--- config.mk ---
export PLATFORM = sky130hd
export DESIGN_NAME = pipe_stage_buf
export DESIGN_NICKNAME = d
export VERILOG_FILES = /design/src/rtl/pipe_stage_buf.sv
export SDC_FILE = /design/constraint.sdc
export NUM_CORES = 1
export LEC_CHECK = 0
export ABC_AREA = 1
export ABC_CLOCK_PERIOD_IN_PS = 1900
export CAP_MARGIN = 20
export CORE_MARGIN = 1
export CORE_UTILIZATION = 52
export CTS_BUF_LIST = sky130_fd_sc_hd__clkbuf_8
export CTS_CLUSTER_DIAMETER = 60
export DETAILED_ROUTE_END_ITERATION = 10
export GPL_ROUTABILITY_DRIVEN = 0
export PLACE_DENSITY = 0.83
export SYNTH_ARGS = -nofsm -noshare
export SYNTH_HDL_FRONTEND = slang
export SYNTH_SLANG_ARGS = --single-unit
--- constraint.sdc ---
create_clock -name clk -period 1.9 [get_ports clk]
set_input_delay 0.38 -clock clk [delete_from_list [all_inputs] [get_ports clk]]
set_output_delay 0.38 -clock clk [all_outputs]
set_load 0.1 [all_outputs]
--- src/rtl/pipe_stage_buf.sv ---
// pipe_stage_buf: handshaked inter-stage payload buffer.
// SKID=1 gives a 2-entry skid with registered in_ready; SKID=0 a single register.
module pipe_stage_buf #(
  parameter int DATA_W = 32,
  parameter int SKID   = 1,
  parameter int CNT_W  = 16
) (
  input  logic              clk,
  input  logic              rst,
  input  logic              flush,
  input  logic              in_valid,
  output logic              in_ready,
  input  logic [DATA_W-1:0] in_data,
  output logic              out_valid,
  input  logic              out_ready,
  output logic [DATA_W-1:0] out_data,
  output logic [1:0]        occupancy,
  output logic [CNT_W-1:0]  stall_cnt
);

  generate
    if (SKID != 0) begin : g_skid
      typedef enum logic [1:0] {
        EMPTY = 2'd0,
        ONE   = 2'd1,
        TWO   = 2'd2
      } state_t;

      state_t            state;
      state_t            state_nxt;
      logic [DATA_W-1:0] head;
      logic [DATA_W-1:0] skid;
      logic              rdy_q;
      logic              head_we;
      logic              head_from_skid;
      logic              skid_we;
      logic              in_fire;
      logic              out_fire;

      assign in_fire  = in_valid & rdy_q;
      assign out_fire = (state != EMPTY) & out_ready;

      // next occupancy and payload write enables; flush wins
      always_comb begin
        state_nxt      = state;
        head_we        = 1'b0;
        head_from_skid = 1'b0;
        skid_we        = 1'b0;
        if (flush) begin
          state_nxt = EMPTY;
        end else begin
          unique case (state)
            EMPTY: begin
              if (in_fire) begin
                state_nxt = ONE;
                head_we   = 1'b1;
              end
            end
            ONE: begin
              if (in_fire && out_fire) begin
                head_we = 1'b1;
              end else if (in_fire) begin
                state_nxt = TWO;
                skid_we   = 1'b1;
              end else if (out_fire) begin
                state_nxt = EMPTY;
              end
            end
            TWO: begin
              if (out_fire) begin
                state_nxt      = ONE;
                head_we        = 1'b1;
                head_from_skid = 1'b1;
              end
            end
            default: state_nxt = EMPTY;
          endcase
        end
      end

      // state register; in_ready registered from the next state
      always_ff @(posedge clk) begin
        if (rst) begin
          state <= EMPTY;
          rdy_q <= 1'b1;
        end else begin
          state <= state_nxt;
          rdy_q <= (state_nxt != TWO);
        end
      end

      // payload entries load only on their write enables
      always_ff @(posedge clk) begin
        if (rst) begin
          head <= '0;
          skid <= '0;
        end else begin
          if (head_we) head <= head_from_skid ? skid : in_data;
          if (skid_we) skid <= in_data;
        end
      end

      assign in_ready  = rdy_q;
      assign out_valid = (state != EMPTY);
      assign out_data  = head;
      assign occupancy = state;
    end else begin : g_reg
      logic              v_q;
      logic [DATA_W-1:0] d_q;
      logic              rdy;
      logic              in_fire;

      assign rdy     = ~v_q | out_ready;
      assign in_fire = in_valid & rdy;

      // single-entry register with pass-through ready
      always_ff @(posedge clk) begin
        if (rst) begin
          v_q <= 1'b0;
          d_q <= '0;
        end else if (flush) begin
          v_q <= 1'b0;
        end else if (in_fire) begin
          v_q <= 1'b1;
          d_q <= in_data;
        end else if (v_q && out_ready) begin
          v_q <= 1'b0;
        end
      end

      assign in_ready  = rdy;
      assign out_valid = v_q;
      assign out_data  = d_q;
      assign occupancy = {1'b0, v_q};
    end
  endgenerate

  // saturating count of cycles the head waits on downstream
  always_ff @(posedge clk) begin
    if (rst) begin
      stall_cnt <= '0;
    end else if (out_valid && !out_ready && !(&stall_cnt)) begin
      stall_cnt <= stall_cnt + CNT_W'(1);
    end
  end

endmodule

-- Word level (Yosys, flattened, before mapping)
Index checks and enable logic that the tools add are counted.
- logic and storage cells: 37
- bits of input ports: 37
- output and inout port bits: 52
- register bits after elaboration: 83
- muxes and demuxes: 18
- equality and inequality tests: 3
- $add $sub $neg: 1
- bitwise logic cells: 2
- reduce and logical (&&, ||, !) cells: 8
- operators with widths (kind ; count):
    two-way mux 32 bit ; 1
    adder 16 x 1 -> 16 bit (second input constant) ; 1
    AND reduction 16 bit ; 1
    two-way mux 2 bit ; 6
    two-way mux 1 bit ; 9
    case mux 2 bit (3 select lines) ; 1
    logical AND 1 bit ; 3
    case mux 1 bit (3 select lines) ; 1
    bitwise AND 1 bit ; 2
    == test 2 x 1 -> 1 bit (second input constant) ; 1
    == test 2 bit (second input constant) ; 1
    zero test 1 bit ; 2
    zero test 2 bit ; 1
    != test 2 bit (second input constant) ; 1
    nonzero test 2 bit ; 1

-- Logic depth before layout (Yosys ltp)
Gate-level depths: netlist of run 1.
- word-level depth: 8
- gate-level depth with buffers: 9
- depth with buffers taken out: 9

-- Least setup slack after synthesis of run 1
Ideal clock, no wire load.
- path kind: flip-flop to flip-flop
- start: reg g_skid.state[0] (netlist: occupancy[0])
- end: reg stall_cnt[11]
- path slack: -0.893 ns
- cell stages (with the launch flop): 9
- path buffers: 1
- arrival time: 2.651 ns
- cells stage by stage: dfxtp_1 > inv_1 > nand2_1 > nand2_2 > inv_1 > o21ai_2 > buf_6 > nand2_1 > a21oi_2
- word-level cells in the longest chain between the ends: 3
- ends and longest elaborated chain (item ; RTL line ; RTL):
    start, declared ; 29 ; state_t state;
    start signal, assigned ; 87 ; state <= state_nxt;
    nonzero test 2 bit ; 104 ; assign out_valid = (state != EMPTY);
    via out_valid ; 14 ; output logic out_valid,
    logical AND 1 bit (2 in series) ; 142 ; end else if (out_valid && !out_ready && !(&stall_cnt)) begin
    end signal, assigned ; 143 ; stall_cnt <= stall_cnt + CNT_W'(1);
    end, declared ; 18 ; output logic [CNT_W-1:0] stall_cnt
The timed path passes the listed nets, and every way through them passes these cells.
A chain may end at the register's enable or synchronous reset.

-- Final worst setup path of run 1
- start: reg stall_cnt[1]
- end: reg stall_cnt[14]
- word-level cells in the longest chain between the ends: 3
- elaborated cells on any way between the ends: 4
- ends and longest elaborated chain (item):
    branches (longest 3 deep; another with adder 16 x 1 -> 16 bit)
Parallel ways; which one is timed is not known.

==> run metrics, run 1 <==
Peak supply drop 0.0004161 V; routed wire length per instance 12.13 µm; Vias 3549; GRT Overall Usage 23.53%; Routed WL 8443 µm; CP max FO 11; Die Height 87.40 µm; num rows 30; Required @ worst endpoint 2.17 ns; clock buffer depth 2; Final Critical Period 1.644 ns; Final Skew 0.008071 ns; Sum Neg Setup Slack 0 ns; DR pass1 iterations 5; Critical Path Sink Type register; largest net degree at the start of global routing 65; Avg Inst Size Synth 7.378 µm²; fin cells 696; Nets 633; Num CTS Buffers 9; max_slew headroom 72.42%; hold_buf cts 0; synth unique cells 26; Setup crit start kind register; later-pin clock latency in the skew report 0.35 ns; setup violators final 0; initial antenna violation count 0; drt initial violations 137; layout cells sized above 1 20.00%; gr ovfl total 0; Synth Net Count 552; H-Tree Depth 3; # IOs 89; Initial Util 54.91%; commonest non-fill, non-tap cell in the layout inv_1; commonest cells after routing, fill and taps aside inv_1, nand2_1, a21oi_1, o21ai_0, dfxtp_1; Area Overhead vs Synth 34.28%; die area 0.007639 mm²; Die X 87.40 µm; first-pass GRT wire length 14100 µm; post-synthesis cell count 514; Yosys reg bits 83; Pleak 2.011 nW; placed insts 680; Max-Cap Viols 0; Post-DP HPWL 6014 µm; core area 0.006907 mm²; Fin. Hold Viols 0; Tightest Hold Check Type register to register; post-synth design cell area 0.003792 mm²; Worst-path clk slew 0.08 ns; sequential-to-total area share from yosys stat 43.81%; RSZ-0062 raised after global routing false; Worst Max-Slew Pin Slew 0.4099 ns; fmax 0.6084 GHz; status complete, no violations; CTS tree done; ANT cells 0; kind of critical path register to register; Pwr Density 752.1 mW/mm²; Critical Path AT 1.92 ns; via/cell ratio 5.099; CTS sink count 83; DRC Markers 0; remaining antenna violation count 0; root buffer cell clkbuf_8; IO Port Bufs 88; vias in the first global route 3226; Slew Limit Fails 0; fin crit share 86.51%; Ys Warns 0
## per-layer routing
| metal | global-route usage, % | wire length, µm | vias up |
|---|---|---|---|
| met2 | 41.05 | 4188 | 81 |
| met5 | 0 | 0 | - |
| met1 | 28.44 | 3771 | 1627 |
| met4 | 9.687 | 171 | 0 |
| li1 | - | - | 1825 |
| met3 | 4.265 | 311 | 16 |
## flip-flops by register name, indices dropped and copies added (netlist names)
register	cells
in_ready	1
stall_cnt	16
occupancy	2
g_skid.skid	32
out_data	32
## power breakdown
part / total (mW) / switching (mW) / leakage (nW) / internal, mW
Sequential: 1.84 / 0.0376 / 0.685 / 1.80
Clock: 1.16 / 0.636 / 0.0894 / 0.519
Combinational: 0.837 / 0.594 / 1.24 / 0.243
## cell type report
cell class	instances	area [µm²]
inverter	82	307.8
fill	552	1814
sequential	83	1692
timing repair buffer	98	1096
clock inverter	6	47.55
multi-input combinational	321	1692
clock buffer	10	137.6
tap	96	120.1
## worst max-delay path: stages (launching register included)
cell and delay, ns:
dfxtp_2 0.40, ha_1 0.22, nand2_1 0.08, nor2_2 0.14, nand2_2 0.12, o21ai_4 0.33
nand2_1 0.12, a21oi_2 0.15
## stage by stage
stage	hold WS [ns]	setup WS (ns)	util, %	instance area (µm²)	power [mW]
2_1_floorplan	0.4242	0.01023	-	3830	2.482
4_1_cts	0.4516	0.1422	73.62	5085	3.865
3_3_place_gp	0.4312	0.1324	70.94	4900	2.698
5_1_grt	0.4676	0.1261	73.73	5092	3.994
3_5_place_dp	0.4386	0.05432	70.94	4900	2.715
6_report	0.4476	0.2563	73.73	5092	3.830
## kinds of logic after synthesis
group	Yosys count	synth area share, %
and+or+nand+nor	138	16.07
buffers and inverters	110	11.98
xor gates and xnor gates	6	1.386
adders and majority gates	1	0.3299
DFF	83	43.81
AOI/OAI and AO/OA	176	26.43
## cells in the mapped netlist (all sizes together)
cell type	instances	area share [%]
nand2	87	8.9
dfxtp	83	44
inv	82	8.1
a21oi	78	11
o21ai	66	8.8
o21a	32	6.3
nor2	27	3.1
clkbuf	17	1.7
nand3	12	1.9
buf	11	2.2
nand4	8	1.5
xor2	4	0.92
nor4	2	0.33
xnor2	2	0.46
ha	1	0.33
nor3	1	0.13
nor3b	1	0.20
## final timing paths
path                                      start         endpoint  slack [ns]  cells after the start
worst max-delay path               stall_cnt[1]    stall_cnt[14]        0.26                      7
worst min-delay path            g_skid.skid[29]  g_skid.skid[29]        0.45                      2
worst max register to register     stall_cnt[1]    stall_cnt[14]        0.26                      7
worst min register to register  g_skid.skid[29]  g_skid.skid[29]        0.45                      2
## repair_timing
action	4_1_cts	5_1_grt
gates resized for setup	0	1
buffers inserted	0	0
setup endpoints to repair	0	2
No activity file was read; power rests on OpenSTA's default activity.
==> run 2, diff against run 1 <==
- CORE_MARGIN: 1 -> default
==> results of run 2 <==
Same layout as run 1: the final DEF is identical, and so are final timing and power.
